[src/rtl/ifetch_ahb_master.sv]
// Instruction-fetch master on AHB-Lite: issues one single-beat read at a time and
// buffers returned words with their PCs in a small FIFO for the decode stage.
module ifetch_ahb_master #(
   parameter logic [63:0] RESET_PC   = 64'h0,
   parameter int          FIFO_DEPTH = 2
) (
   input  logic        HCLK,
   input  logic        HRESET,
   output logic [63:0] HADDR,
   output logic [1:0]  HTRANS,
   output logic        HWRITE,
   output logic [31:0] HWDATA,
   input  logic [31:0] HRDATA,
   input  logic        HREADY,
   input  logic        redirect_valid,
   input  logic [63:0] redirect_addr,
   output logic        fetch_valid,
   input  logic        fetch_ready,
   output logic [31:0] fetch_instr,
   output logic [63:0] fetch_pc
);

   localparam int PTR_W = (FIFO_DEPTH > 1) ? $clog2(FIFO_DEPTH) : 1;
   localparam int CNT_W = $clog2(FIFO_DEPTH + 1);

   localparam logic [1:0] HTRANS_IDLE   = 2'b00;
   localparam logic [1:0] HTRANS_NONSEQ = 2'b10;

   typedef enum logic [1:0] {ST_ADDR, ST_DATA, ST_DROP} state_t;

   state_t             r_state;
   logic [63:0]        r_pc;
   logic [31:0]        r_mem_instr [FIFO_DEPTH];
   logic [63:0]        r_mem_pc    [FIFO_DEPTH];
   logic [PTR_W-1:0]   r_wptr;
   logic [PTR_W-1:0]   r_rptr;
   logic [CNT_W-1:0]   r_count;

   logic               w_full;
   logic               w_valid;
   logic               w_issue;
   logic               w_push;
   logic               w_pop;
   logic [63:0]        w_redir_pc;
   logic               w_unused;

   function automatic logic [PTR_W-1:0] ptr_inc(input logic [PTR_W-1:0] p);
      return (p == PTR_W'(FIFO_DEPTH - 1)) ? '0 : p + PTR_W'(1);
   endfunction

   // Issue decisions use the registered count, so a same-cycle pop never frees a slot early.
   assign w_full     = (r_count == CNT_W'(FIFO_DEPTH));
   assign w_valid    = (r_count != '0);
   assign w_issue    = (r_state == ST_ADDR) && !w_full && !redirect_valid && !HRESET;
   assign w_push     = (r_state == ST_DATA) && HREADY && !redirect_valid;
   assign w_pop      = w_valid && fetch_ready && !redirect_valid;
   assign w_redir_pc = {redirect_addr[63:2], 2'b00};
   assign w_unused   = ^redirect_addr[1:0];

   assign HTRANS      = w_issue ? HTRANS_NONSEQ : HTRANS_IDLE;
   assign HADDR       = r_pc;
   assign HWRITE      = 1'b0;
   assign HWDATA      = 32'h0;
   assign fetch_valid = w_valid;
   assign fetch_instr = w_valid ? r_mem_instr[r_rptr] : 32'h0;
   assign fetch_pc    = w_valid ? r_mem_pc[r_rptr]    : 64'h0;

   always_ff @(posedge HCLK) begin
      if (HRESET) begin
         r_state <= ST_ADDR;
         r_pc    <= RESET_PC;
      end else begin
         case (r_state)
            ST_ADDR: begin
               if (redirect_valid) begin
                  r_pc <= w_redir_pc;
               end else if (w_issue) begin
                  r_state <= ST_DATA;
               end
            end
            ST_DATA: begin
               if (redirect_valid) begin
                  r_pc    <= w_redir_pc;
                  r_state <= HREADY ? ST_ADDR : ST_DROP;
               end else if (HREADY) begin
                  r_pc    <= r_pc + 64'd4;
                  r_state <= ST_ADDR;
               end
            end
            ST_DROP: begin
               // Wait out the abandoned data phase; only the newest redirect target survives.
               if (redirect_valid) begin
                  r_pc <= w_redir_pc;
               end
               if (HREADY) begin
                  r_state <= ST_ADDR;
               end
            end
            default: r_state <= ST_ADDR;
         endcase
      end
   end

   always_ff @(posedge HCLK) begin
      if (HRESET || redirect_valid) begin
         r_count <= '0;
         r_wptr  <= '0;
         r_rptr  <= '0;
      end else begin
         if (w_push) begin
            r_wptr <= ptr_inc(r_wptr);
         end
         if (w_pop) begin
            r_rptr <= ptr_inc(r_rptr);
         end
         case ({w_push, w_pop})
            2'b10:   r_count <= r_count + CNT_W'(1);
            2'b01:   r_count <= r_count - CNT_W'(1);
            default: r_count <= r_count;
         endcase
      end
   end

   always_ff @(posedge HCLK) begin
      if (w_push && !HRESET) begin
         r_mem_instr[r_wptr] <= HRDATA;
         r_mem_pc[r_wptr]    <= r_pc;
      end
   end

endmodule
[config.mk]
export PLATFORM = sky130hd
export DESIGN_NAME = ifetch_ahb_master
export DESIGN_NICKNAME = d
export VERILOG_FILES = /design/src/rtl/ifetch_ahb_master.sv
export SDC_FILE = /design/constraint.sdc
export NUM_CORES = 1
export LEC_CHECK = 0
export ABC_AREA = 1
export BUFFER_PORTS_ARGS = -buffer_cell sky130_fd_sc_hd__clkbuf_2
export CAP_MARGIN = 15
export CORE_ASPECT_RATIO = 2
export CORE_MARGIN = 3
export CORE_UTILIZATION = 51
export CTS_CLUSTER_SIZE = 24
export DETAILED_ROUTE_END_ITERATION = 16
export PLACE_DENSITY = 0.88
export RECOVER_POWER = 25
export SYNTH_ARGS = -nofsm -noshare
export SYNTH_HDL_FRONTEND = slang
export SYNTH_SLANG_ARGS = --single-unit
[constraint.sdc]
create_clock -name HCLK -period 10.2 [get_ports HCLK]
set_input_delay 0.51 -clock HCLK [delete_from_list [all_inputs] [get_ports HCLK]]
set_output_delay 0.51 -clock HCLK [all_outputs]
set_load 0.005 [all_outputs]
==> results of run 1 <==
cells in the mapped netlist:
cell type | number | area share (%)
o21ai_0 | 56 | 2.2
dfxtp_1 | 69 | 11
o211ai_1 | 1 | 0.060
o21ai_2 | 1 | 0.069
nand2_4 | 2 | 0.18
clkbuf_1 | 43 | 1.3
nor3_1 | 11 | 0.44
nand2_2 | 8 | 0.40
a2111oi_0 | 2 | 0.14
nor4_1 | 1 | 0.050
inv_1 | 84 | 2.5
nor2_8 | 2 | 0.32
o21bai_1 | 1 | 0.060
nand4_1 | 11 | 0.55
a31oi_1 | 2 | 0.099
a21oi_2 | 2 | 0.14
o31ai_1 | 6 | 0.36
xnor2_1 | 3 | 0.21
nand3_2 | 2 | 0.16
a211oi_1 | 1 | 0.060
nand2_1 | 499 | 15
nor2_1 | 181 | 5.4
nand3b_1 | 3 | 0.18
nand3_1 | 57 | 2.3
o22ai_1 | 1 | 0.050
conb_1 | 1 | 0.030
a21oi_1 | 163 | 6.5
nor3b_1 | 1 | 0.060
edfxtp_1 | 188 | 45
a221oi_1 | 1 | 0.069
buf_4 | 41 | 2.4
buf_1 | 10 | 0.30
o21ai_1 | 10 | 0.40
buf_2 | 10 | 0.40
xor2_1 | 8 | 0.56
nor2_4 | 8 | 0.71
nor2_2 | 11 | 0.55
ha_1 | 2 | 0.20
inv_2 | 3 | 0.089
worst max-delay path: cells and delay by family, from the launching register on:
family | cells | cell delay (ns)
AO/OA/AOI/OAI | 1 | 0.32
buffers and inverters | 3 | 1.15
flip-flops | 1 | 0.43
AND/OR/NAND/NOR | 1 | 0.11
worst max-delay path by stage:
stage	cells after the start	startpoint	slack, ns	endpoint
finish	5	flop	7.08	fetch_pc[52]
global route	4	r_count[0]$_SDFFE_PP0P_	6.95	fetch_pc[52]
CTS	4	r_count[0]$_SDFFE_PP0P_	7.10	fetch_pc[52]
detailed placement	9	redirect_valid	7.61	HADDR[29]$_SDFFE_PP0P_
global placement	4	r_count[1]$_SDFFE_PP0P_	7.69	fetch_pc[52]
floorplan	5	redirect_valid	2.03	r_mem_instr[0][0]$_DFFE_PP_
power groups by stage:
stage	logic (W)	clock network (W)	registers, W
5_1_grt	0.000162	0.000888	0.00119
3_3_place_gp	0.000139	0	0.00121
4_1_cts	0.000145	0.000847	0.00119
2_1_floorplan	0.0000916	0	0.00119
6_report	0.000145	0.000834	0.00119
3_5_place_dp	0.000143	0	0.00121
state kept, by name, indices dropped and copies added, names as in the netlist, named ones only:
| register | flops |
|---|---|
| r_rptr | 1 |
| HADDR | 62 |
| r_count | 2 |
| r_wptr | 1 |
| r_mem_pc | 124 |
| r_mem_instr | 64 |
| r_state | 2 |
through the flow:
stage | utilization, % | hold slack [ns]
floorplan | - | 0.447
global placement | 58.0 | 0.449
detailed placement | 58.0 | 0.468
CTS | 61.0 | 0.163
global route | 60.9 | 0.156
finish | 60.9 | 0.177
kinds of logic (layout without fill, tap and decap cells):
group	after synthesis	after routing	synth area share (%)
xor+xnor	11	11	0.764
buf+inv	191	394	7.01
fa+ha+maj	2	2	0.198
simple gates	797	797	26.1
compound gates	247	247	10.2
flops	257	257	55.7
other cells	1	42	0.0297
routing by layer:
layer  vias to the layer above  GRT usage, %  share of wire (%)
met5                         -             0                  0
met4                         0          18.7                7.5
met3                       158          3.39                6.4
met2                       558          49.0                 53
met1                      5251          28.0                 33
li1                       5349             -                  -
layout make-up:
class | count | area share (%)
flip-flops and latches | 257 | 47.9
clock buffers | 30 | 4.10
clock inverters | 10 | 0.767
repair buffers | 267 | 9.05
inverters | 87 | 2.23
well taps | 328 | 2.79
diodes | 4 | 0.0681
multi-input cells | 1095 | 33.1
==> results.md, run 1 <==
* GPL Wtd Cong at 0.995
* Area of the multi-input gates at 0.00487 mm²
* Slew headroom at 37.1%
* Synth unique cells at 39
* First-pass GRT wire length at 56400 µm
* Clk sinks at 257
* CTS Hold Bufs at 0
* # DRC at 0
* Layout cells sized above 1 at 18.0%
* Cell Area, Synth at 0.0126 mm²
* Post-synthesis sequential area ratio at 55.7%
* Clock latency on the worst-skew pair at 0.53 ns
* Critical path arrival at 2.61 ns
* RSZ-0062 raised after global routing: no
* Vias in the first global route at 10700
* CP Launch Type: flop
* WHS Endpoint: r_mem_instr[1][16]$_DFFE_PP_
* Power Total at 0.00217 W
* Resized Gates After CTS at 0
* Total congestion overflow at 0
* Switching part of the total power at 23.1%
* Initial Util at 52.3%
* Worst R2R Path Depth at 9
* Die W at 117 µm
* Switching pwr at 0.000500 W
* Largest net degree at the start of global routing at 83
* FP Rows at 80
* GR Util All Layers at 27.2%
* Final worst slack at 7.08 ns
* Final Setup Violations at 0
* Most frequent cells in the layout: 499 x nand2_1, 228 x clkbuf_2, 188 x edfxtp_1
* WHS Path Cells at 1
* H-tree Lvls at 1
* Clock tree buffer depth at 3
* Ys Warns at 0
* Fmax achieved at 320 MHz
* Setup TNS Final at 0 ns
* DRT Pass-1 Iters at 5
* Reg2reg start: HADDR[2]$_SDFFE_PP0P_
* Commonest non-fill, non-tap cell in the layout: nand2_1
* Routed vias/inst at 5.45
* CTS root buf: clkbuf_16
* CTS tree: yes
* TritonCTS Buffers at 22
* Post-route ant nets at 0
* RR Endpoint: HADDR[24]$_SDFFE_PP0P_
* Clock-pin slew on the worst setup and hold paths at 0.07 ns
* Clock skew at 0.0174 ns
* Mapped Cells at 1506
* Pwr dens at 148 mW/mm²
* Die span in y at 228 µm
* Gate power share at 6.7%
* Placed Cells at 2034
* Worst Setup End Kind: output port
* Max-cap violation count at 0
* Port bufs at 256
* Syn Area/Cell at 8.37 µm²
* Place WS at 7.61 ns
* Area growth syn-to-layout at 16.5%
* Final std cells w/o fill at 2078
* Fin crit share at 30.6%
* Clock share of power at 38.4%
* CP required at 9.69 ns
* Worst Hold Class: in2reg
* Reg2Reg Setup Slack at 7.59 ns
* Post-CTS Setup Bufs at 0
* IO Pins at 297
* Die area at 0.0268 mm²
* Sequential power share at 54.9%
* Flops & latches, synth at 257
* Antenna violations before repair at 3
* Vias after detailed routing at 11300
* Dpl hpwl at 26900 µm
* FF+latch area at 0.00703 mm²
* Fillers at 2131
* Placed cell areas at 0.0140 mm²
* Outcome: finished, final reports clean
* Final Cell Area at 0.0147 mm²
* CP max-delay cell: buf_4
* Slew @ Worst Pin at 0.944 ns
* Max IR drop VDD at 97.7 µV
* Fin crit period at 3.12 ns
* CP Class: reg2out
* Slew Limit Fails at 0
* Routed wire per std cell at 18.1 µm
* Pint at 0.00167 W
* Leakage at 5.77 nW
* Nets at 1833
* Worst-path maximum fanout at 64
* Core Region at 0.0241 mm²
* Crit-path cells: clkinv_2 -> buf_4 -> nand2_1 -> a21oi_1 -> clkbuf_2
* Worst path max stage delay at 0.61 ns
* Final Hold Vio Count at 0
* Detailed Route WL at 37600 µm
* DRT iter0 DRCs at 803
* Hold_sp: HRDATA[16]
No activity file was read; power rests on OpenSTA's default activity.
==> inputs of run 2 (changes only) <==
--- a/config.mk
+++ b/config.mk
@@ -5,7 +5,7 @@
 export SDC_FILE = /design/constraint.sdc
 export NUM_CORES = 1
 export LEC_CHECK = 0
-export ABC_AREA = 1
+export ABC_AREA = 0
 export BUFFER_PORTS_ARGS = -buffer_cell sky130_fd_sc_hd__clkbuf_2
 export CAP_MARGIN = 15
 export CORE_ASPECT_RATIO = 2
@@ -13,7 +13,7 @@
 export CORE_UTILIZATION = 51
 export CTS_CLUSTER_SIZE = 24
 export DETAILED_ROUTE_END_ITERATION = 16
-export PLACE_DENSITY = 0.88
+export PLACE_DENSITY = 0.89
 export RECOVER_POWER = 25
 export SYNTH_ARGS = -nofsm -noshare
 export SYNTH_HDL_FRONTEND = slang
==> constraint.sdc (replaced) <==
create_clock -name HCLK -period 3.25 [get_ports HCLK]
set_input_delay 0.1625 -clock HCLK [delete_from_list [all_inputs] [get_ports HCLK]]
set_output_delay 0.1625 -clock HCLK [all_outputs]
set_load 0.005 [all_outputs]
==> results.md, run 2 <==
* Outcome: finished, final reports clean (unchanged)
* Worst R2R Path Depth at 6 (was 9)
* RSZ-0062 raised after global routing: no (unchanged)
* WHS Endpoint: HADDR[13]$_SDFFE_PP0P_ (was r_mem_instr[1][16]$_DFFE_PP_)
* Slew @ Worst Pin at 0.919 ns (was 0.944 ns)
* Nets at 1462 (was 1833)
* Ys async rst share at 0% (unchanged)
* GPL Wtd Cong at 0.976 (was 0.995)
* Post-synthesis sequential area ratio at 59.7% (was 55.7%)
* Routed vias/inst at 6.02 (was 5.45)
* Clock tree buffer depth at 3 (unchanged)
* CP required at 3.70 ns (was 9.69 ns)
* Die area at 0.0250 mm² (was 0.0268 mm²)
* Synth unique cells at 62 (was 39)
* IO Pins at 297 (unchanged)
* TritonCTS Buffers at 22 (unchanged)
* Initial Util at 51.7% (was 52.3%)
* FP Rows at 78 (was 80)
* Die W at 113 µm (was 117 µm)
* FF+latch area at 0.00703 mm² (unchanged)
* Final Hold Vio Count at 0 (unchanged)
* Worst Hold Class: in2reg (unchanged)
* Max reg flops at 124 (unchanged)
* Pwr dens at 472 mW/mm² (was 148 mW/mm²)
* Area of the multi-input gates at 0.00434 mm² (was 0.00487 mm²)
* Area growth syn-to-layout at 25.5% (was 16.5%)
* Fmax achieved at 347 MHz
* Hold_sp: redirect_addr[13] (was HRDATA[16])
* Dpl hpwl at 23900 µm (was 26900 µm)
* Reg2Reg Setup Slack at 0.37 ns (was 7.59 ns)
* Mapped Cells at 1044 (was 1506)
* Port bufs at 256 (unchanged)
* Fillers at 1682 (was 2131)
* DRT Pass-1 Iters at 6 (was 5)
* H-tree Lvls at 1 (unchanged)
* DRT iter0 DRCs at 1065 (was 803)
* Layout cells sized above 1 at 22.5% (was 18.0%)
* First-pass GRT wire length at 53300 µm (was 56400 µm)
* # DRC at 0 (unchanged)
* Routed wire per std cell at 21.1 µm (was 18.1 µm)
* CTS tree: yes (unchanged)
* Most frequent cells in the layout: 230 x clkbuf_2, 188 x edfxtp_1, 150 x nor2_1 (was 499 x nand2_1, 228 x clkbuf_2, 188 x edfxtp_1)
* Max-cap violation count at 0 (unchanged)
* Worst-path maximum fanout at 8 (was 64)
* Biggest register: r_mem_pc (unchanged)
* Ys Warns at 0 (unchanged)
* Clock latency on the worst-skew pair at 0.54 ns (was 0.53 ns)
* GR Util All Layers at 27.2% (about the same)
* Slew Limit Fails at 0 (unchanged)
* Max IR drop VDD at 363 µV (was 97.7 µV)
* Count leader, synth: edfxtp_1 (was nand2_1)
* Detailed Route WL at 34900 µm (was 37600 µm)
* Setup TNS Final at 0 ns (unchanged)
* Reg2reg start: HADDR[13]$_SDFFE_PP0P_ (was HADDR[2]$_SDFFE_PP0P_)
* Final std cells w/o fill at 1656 (was 2078)
* CTS root buf: clkbuf_16 (unchanged)
* Critical path arrival at 3.33 ns (was 2.61 ns)
* CP Launch Type: flop (unchanged)
* RR Endpoint: HADDR[51]$_SDFFE_PP0P_ (was HADDR[24]$_SDFFE_PP0P_)
* Top-area cell type share of the netlist area at 48.0% (was 44.8%)
* Total congestion overflow at 0 (unchanged)
* Die span in y at 221 µm (was 228 µm)
* Clock-pin slew on the worst setup and hold paths at 0.07 ns (about the same)
* Top post-synthesis cells by count: 188 x edfxtp_1, 153 x nor2_1, 96 x mux2i_1 (was 499 x nand2_1, 188 x edfxtp_1, 181 x nor2_1)
* Syn Area/Cell at 11.3 µm² (was 8.37 µm²)
* Vias in the first global route at 9634 (was 10700)
* Top post-synthesis cells by area: edfxtp_1 48%, dfxtp_1 12%, mux2i_1 8.2% (was edfxtp_1 45%, nand2_1 15%, dfxtp_1 11%)
* Resized Gates After CTS at 0 (unchanged)
* Post-synth top flop: edfxtp_1 (unchanged)
* Fin crit share at 88.7%
* Core Region at 0.0227 mm² (was 0.0241 mm²)
* Post-route ant nets at 0 (unchanged)
* Placed cell areas at 0.0133 mm² (was 0.0140 mm²)
* CP Class: reg2reg (was reg2out)
* Antenna violations before repair at 1 (was 3)
* Placed Cells at 1539 (was 2034)
* Clock skew at 0.0196 ns (was 0.0174 ns)
* Commonest non-fill, non-tap cell in the layout: clkbuf_2 (was nand2_1)
* Clk sinks at 257 (unchanged)
* Fin crit period at 2.88 ns
* Flops & latches, synth at 257 (unchanged)
* Final Cell Area at 0.0148 mm² (was 0.0147 mm²)
* Worst Setup End Kind: flop (was output port)
* Final Setup Violations at 0 (unchanged)
* EDFF count, synth at 188 (unchanged)
* Leakage at 5.35 nW (was 5.77 nW)
* Largest net degree at the start of global routing at 66 (was 83)
* Vias after detailed routing at 9974 (was 11300)
* Area leader, netlist: edfxtp_1 (unchanged)
* WHS Path Cells at 3 (was 1)
* Slew headroom at 38.5% (was 37.1%)
* Cell Area, Synth at 0.0118 mm² (was 0.0126 mm²)
==> run 2: cell types whose count changed after synthesis, sizes merged, moves of 12 or more <==
cell and change:
nand4 +13, mux2i +96, nor3 +17, a211oi +12, nor2 -49, a32oi +17, inv -77, nand2 -447
a21oi -124, o211ai +12, nand3 -17, a31oi +16, nor4 +13, o21ai -30
==> run 2: logic make-up (layout without fill, tap and decap cells) <==
family                   Yosys count  after routing  synth area share [%]
buffers and inverters            112            406                  4.88
multiplexers                      98             98                  8.36
AO/OA/AOI/OAI                    191            191                  11.0
other                              1             39                0.0319
adder cells (fa/ha/maj)            2              2                 0.213
XOR/XNOR                           5              5                 0.372
AND/OR/NAND/NOR                  378            378                  15.4
flip-flops                       257            257                  59.7
==> run 2: worst max path at each step <==
stage                           start                     endpoint  slack (ns)  cells after the start
2_1_floorplan          redirect_valid  r_mem_instr[0][0]$_DFFE_PP_        0.55                      5
3_3_place_gp    HADDR[9]$_SDFFE_PP0P_       HADDR[51]$_SDFFE_PP0P_        0.57                      6
3_5_place_dp   HADDR[13]$_SDFFE_PP0P_       HADDR[51]$_SDFFE_PP0P_        0.44                      6
4_1_cts        HADDR[13]$_SDFFE_PP0P_       HADDR[51]$_SDFFE_PP0P_        0.44                      6
5_1_grt         HADDR[9]$_SDFFE_PP0P_       HADDR[51]$_SDFFE_PP0P_        0.23                      6
6_report       HADDR[13]$_SDFFE_PP0P_       HADDR[51]$_SDFFE_PP0P_        0.37                      6
==> run 2: worst max-delay path, stage by stage, from the launching register on <==
cell and delay [ns]:
dfxtp_1 0.49, nand3_2 0.20, or4_1 0.75, nor4_4 0.42
nand3_1 0.31, or4_1 0.54, o211ai_1 0.10
==> run 2: area by class of cell <==
class	count	area share (%)
diodes	1	0.0170
clock buffers	31	4.30
clock inverters	9	0.814
inverters	10	0.254
multi-input cells	712	29.4
flip-flops and latches	257	47.6
well taps	280	2.37
repair buffers	356	15.2
==> run 2: through the flow <==
stage	setup slack (ns)	utilization, %	hold WS, ns	total power, W
global placement	0.565	58.4	0.352	0.00421
detailed placement	0.444	58.4	0.356	0.00422
finish	0.369	64.9	0.0207	0.00697
floorplan	0.554	-	0.242	0.00400
global route	0.227	64.9	0.0376	0.00719
CTS	0.441	65.1	0.00192	0.00700
==> run 2: what timing repair did <==
item / 4_1_cts / 5_1_grt
setup buffers: 0 / 0
hold buffers: 76 / 0
hold endpoints to repair: 109 / 0
==> run 2: where the power goes <==
part	switching (W)	total, W	internal [W]
sequential	0.000140	0.00373	0.00359
clock	0.00119	0.00272	0.00154
combinational	0.000274	0.000514	0.000239
==> run 2: per-layer routing <==
metal | vias up | GRT usage, % | wire length [µm]
met5 | - | 0 | 0
met4 | 0 | 17.7 | 2560
met3 | 151 | 3.15 | 2650
met2 | 644 | 48.9 | 18300
met1 | 4683 | 29.3 | 11400
li1 | 4496 | - | -
==> inputs of run 3 (changes only) <==
--- a/config.mk
+++ b/config.mk
@@ -7,13 +7,13 @@
 export LEC_CHECK = 0
 export ABC_AREA = 0
 export BUFFER_PORTS_ARGS = -buffer_cell sky130_fd_sc_hd__clkbuf_2
-export CAP_MARGIN = 15
+export CAP_MARGIN = 20
 export CORE_ASPECT_RATIO = 2
 export CORE_MARGIN = 3
-export CORE_UTILIZATION = 51
+export CORE_UTILIZATION = 54
 export CTS_CLUSTER_SIZE = 24
 export DETAILED_ROUTE_END_ITERATION = 16
-export PLACE_DENSITY = 0.89
+export PLACE_DENSITY = 0.93
 export RECOVER_POWER = 25
 export SYNTH_ARGS = -nofsm -noshare
 export SYNTH_HDL_FRONTEND = slang
==> results.md, run 3 (same netlist as run 2, synthesis figures left out) <==
* CP Launch Type: flop (unchanged)
* CTS tree: yes (unchanged)
* Placed cell areas at 0.0132 mm² (was 0.0133 mm²)
* Worst path max stage delay at 0.72 ns (was 0.75 ns)
* Pwr dens at 470 mW/mm² (was 472 mW/mm²)
* # DRC at 0 (unchanged)
* Slew @ Worst Pin at 0.957 ns (was 0.919 ns)
* Detailed Route WL at 35400 µm (was 34900 µm)
* Most frequent cells in the layout: 231 x clkbuf_2, 188 x edfxtp_1, 150 x nor2_1 (was 230 x clkbuf_2, 188 x edfxtp_1, 150 x nor2_1)
* Fmax achieved at 346 MHz (was 347 MHz)
* Vias in the first global route at 9679 (was 9634)
* Cell mode on critical path: or4_1 (unchanged)
* Area of the multi-input gates at 0.00434 mm² (unchanged)
* Clk sinks at 257 (unchanged)
* DRT Pass-1 Iters at 6 (unchanged)
* Port bufs at 256 (unchanged)
* Leakage at 5.27 nW (was 5.35 nW)
* Clock share of power at 38.2% (was 39.1%)
* Fin crit share at 89.0% (was 88.7%)
* Power Total at 0.00684 W (was 0.00697 W)
* Max-cap violation count at 0 (unchanged)
* Layout cells sized above 1 at 22.4% (was 22.5%)
* Routed wire per std cell at 21.7 µm (was 21.1 µm)
* Post-route ant nets at 0 (unchanged)
* IO Pins at 297 (unchanged)
* Clock-pin slew on the worst setup and hold paths at 0.07 ns (about the same)
* FF+latch area at 0.00703 mm² (unchanged)
* Die area at 0.0237 mm² (was 0.0250 mm²)
* Critical path arrival at 3.33 ns (about the same)
* CP Class: reg2reg (unchanged)
* H-tree Lvls at 1 (unchanged)
* Outcome: finished, final reports clean (unchanged)
* Fin crit period at 2.89 ns (was 2.88 ns)
* GR Util All Layers at 28.9% (was 27.2%)
* Worst Setup End Kind: flop (unchanged)
* Largest net degree at the start of global routing at 95 (was 66)
* First-pass GRT wire length at 52600 µm (was 53300 µm)
* RSZ-0062 raised after global routing: no (unchanged)
* DRT iter0 DRCs at 1187 (was 1065)
* CTS root buf: clkbuf_16 (unchanged)
* CP required at 3.69 ns (was 3.70 ns)
* Clock skew at 0.0201 ns (was 0.0196 ns)
* FP Rows at 75 (was 78)
* Gate power share at 7.4% (about the same)
* Dpl hpwl at 24000 µm (was 23900 µm)
* Switching part of the total power at 22.9% (was 23.0%)
* Total congestion overflow at 0 (unchanged)
* CP max-delay cell: or4_1 (unchanged)
* Commonest non-fill, non-tap cell in the layout: clkbuf_2 (unchanged)
* Biggest register: r_mem_pc (unchanged)
* Core Region at 0.0212 mm² (was 0.0227 mm²)
* Vias after detailed routing at 9997 (was 9974)
* Slew Limit Fails at 0 (unchanged)
* Final Cell Area at 0.0146 mm² (was 0.0148 mm²)
* Fillers at 1512 (was 1682)
* Worst-path maximum fanout at 10 (was 8)
* Area growth syn-to-layout at 23.7% (was 25.5%)
* Post-CTS Setup Bufs at 0 (unchanged)
* Pint at 0.00527 W (was 0.00537 W)
* Crit path buf inv count at 0 (unchanged)
* Die span in y at 215 µm (was 221 µm)
* TritonCTS Buffers at 22 (unchanged)
* Max IR drop VDD at 504 µV (was 363 µV)
* Clock latency on the worst-skew pair at 0.52 ns (was 0.54 ns)
* Setup TNS Final at 0 ns (unchanged)
* Sequential power share at 54.5% (was 53.5%)
* Nets at 1448 (was 1462)
* Routed vias/inst at 6.13 (was 6.02)
* Die W at 110 µm (was 113 µm)
* GPL Wtd Cong at 0.968 (was 0.976)
* Initial Util at 55.5% (was 51.7%)
* Final Hold Vio Count at 0 (unchanged)
* Crit-path cells: nand3_2 -> or4_1 -> nor4_4 -> nand3_1 -> or4_1 -> o211ai_1 (unchanged)
* Slew headroom at 35.7% (was 38.5%)
* Max reg flops at 124 (unchanged)
* Switching pwr at 0.00157 W (was 0.00160 W)
* Crit-path leading delay family: simple AND/OR/NAND/NOR gates (unchanged)
* Clock tree buffer depth at 3 (unchanged)
* Final Setup Violations at 0 (unchanged)
* Worst Hold Class: in2reg (unchanged)
* Antenna violations before repair at 1 (unchanged)
==> run 3: cell types whose count changed in the layout (fill, tap and decap cells not counted), moves of 2 or more <==
cell,before,now
clkbuf_1,31,29
clkbuf_8,5,0
clkinv_1,0,6
clkinv_2,2,4
clkinv_4,2,0
dlygate4sd3_1,76,63
==> run 3: area by class of cell <==
type,instances,share of cell area (%)
multi-input combinational,712,29.8
tap,269,2.31
antenna,1,0.0172
clock inverter,14,0.817
timing repair buffer,342,14.5
clock buffer,26,4.03
sequential,257,48.3
inverter,10,0.258
==> run 3: repair_timing <==
action                    in CTS  in global routing
gates resized for setup        0                  0
hold buffers                  63                  0
hold endpoints to repair      95                  0
==> run 3: worst paths after layout <==
path                            cells after the start  slack (ns)              startpoint                         to
worst max-delay path                                6        0.36  HADDR[12]$_SDFFE_PP0P_     HADDR[51]$_SDFFE_PP0P_
worst min-delay path                                5        0.02       redirect_addr[20]     HADDR[20]$_SDFFE_PP0P_
worst max register to register                      6        0.36  HADDR[12]$_SDFFE_PP0P_     HADDR[51]$_SDFFE_PP0P_
worst min register to register                      0        0.53  HADDR[16]$_SDFFE_PP0P_  r_mem_pc[1][16]$_DFFE_PP_
==> run 3: per-stage QoR <==
stage,setup slack (ns),utilization [%],hold WS [ns],std cells
global placement,0.527,62.4,0.352,1526
floorplan,0.554,-,0.242,1081
detailed placement,0.432,62.4,0.356,1526
CTS,0.410,68.7,0.000197,1629
global route,0.282,68.6,0.00583,1631
finish,0.358,68.6,0.0191,1631
==> run 3: worst reg2reg max path, cell delays in order, from the launching register on <==
cell and delay [ns]:
dfxtp_1 0.51, nand3_2 0.19, or4_1 0.73, nor4_4 0.40, nand3_1 0.33, or4_1 0.55
o211ai_1 0.10
==> run 3: power by group through the flow <==
stage               clock network, W  logic (W)  registers (W)
finish                       0.00261   0.000505        0.00372
global route                 0.00275   0.000547        0.00373
CTS                          0.00263   0.000497        0.00372
detailed placement                 0   0.000430        0.00379
global placement                   0   0.000413        0.00378
floorplan                          0   0.000257        0.00375
==> run 3: routing by layer <==
metal  track usage [%]  wire (µm)  part of all wire (%)
met1              30.6      11300                    32
met2              52.6      18700                    53
met3              4.17       2960                   8.4
met4              16.8       2420                   6.9
met5                 0          0                     0
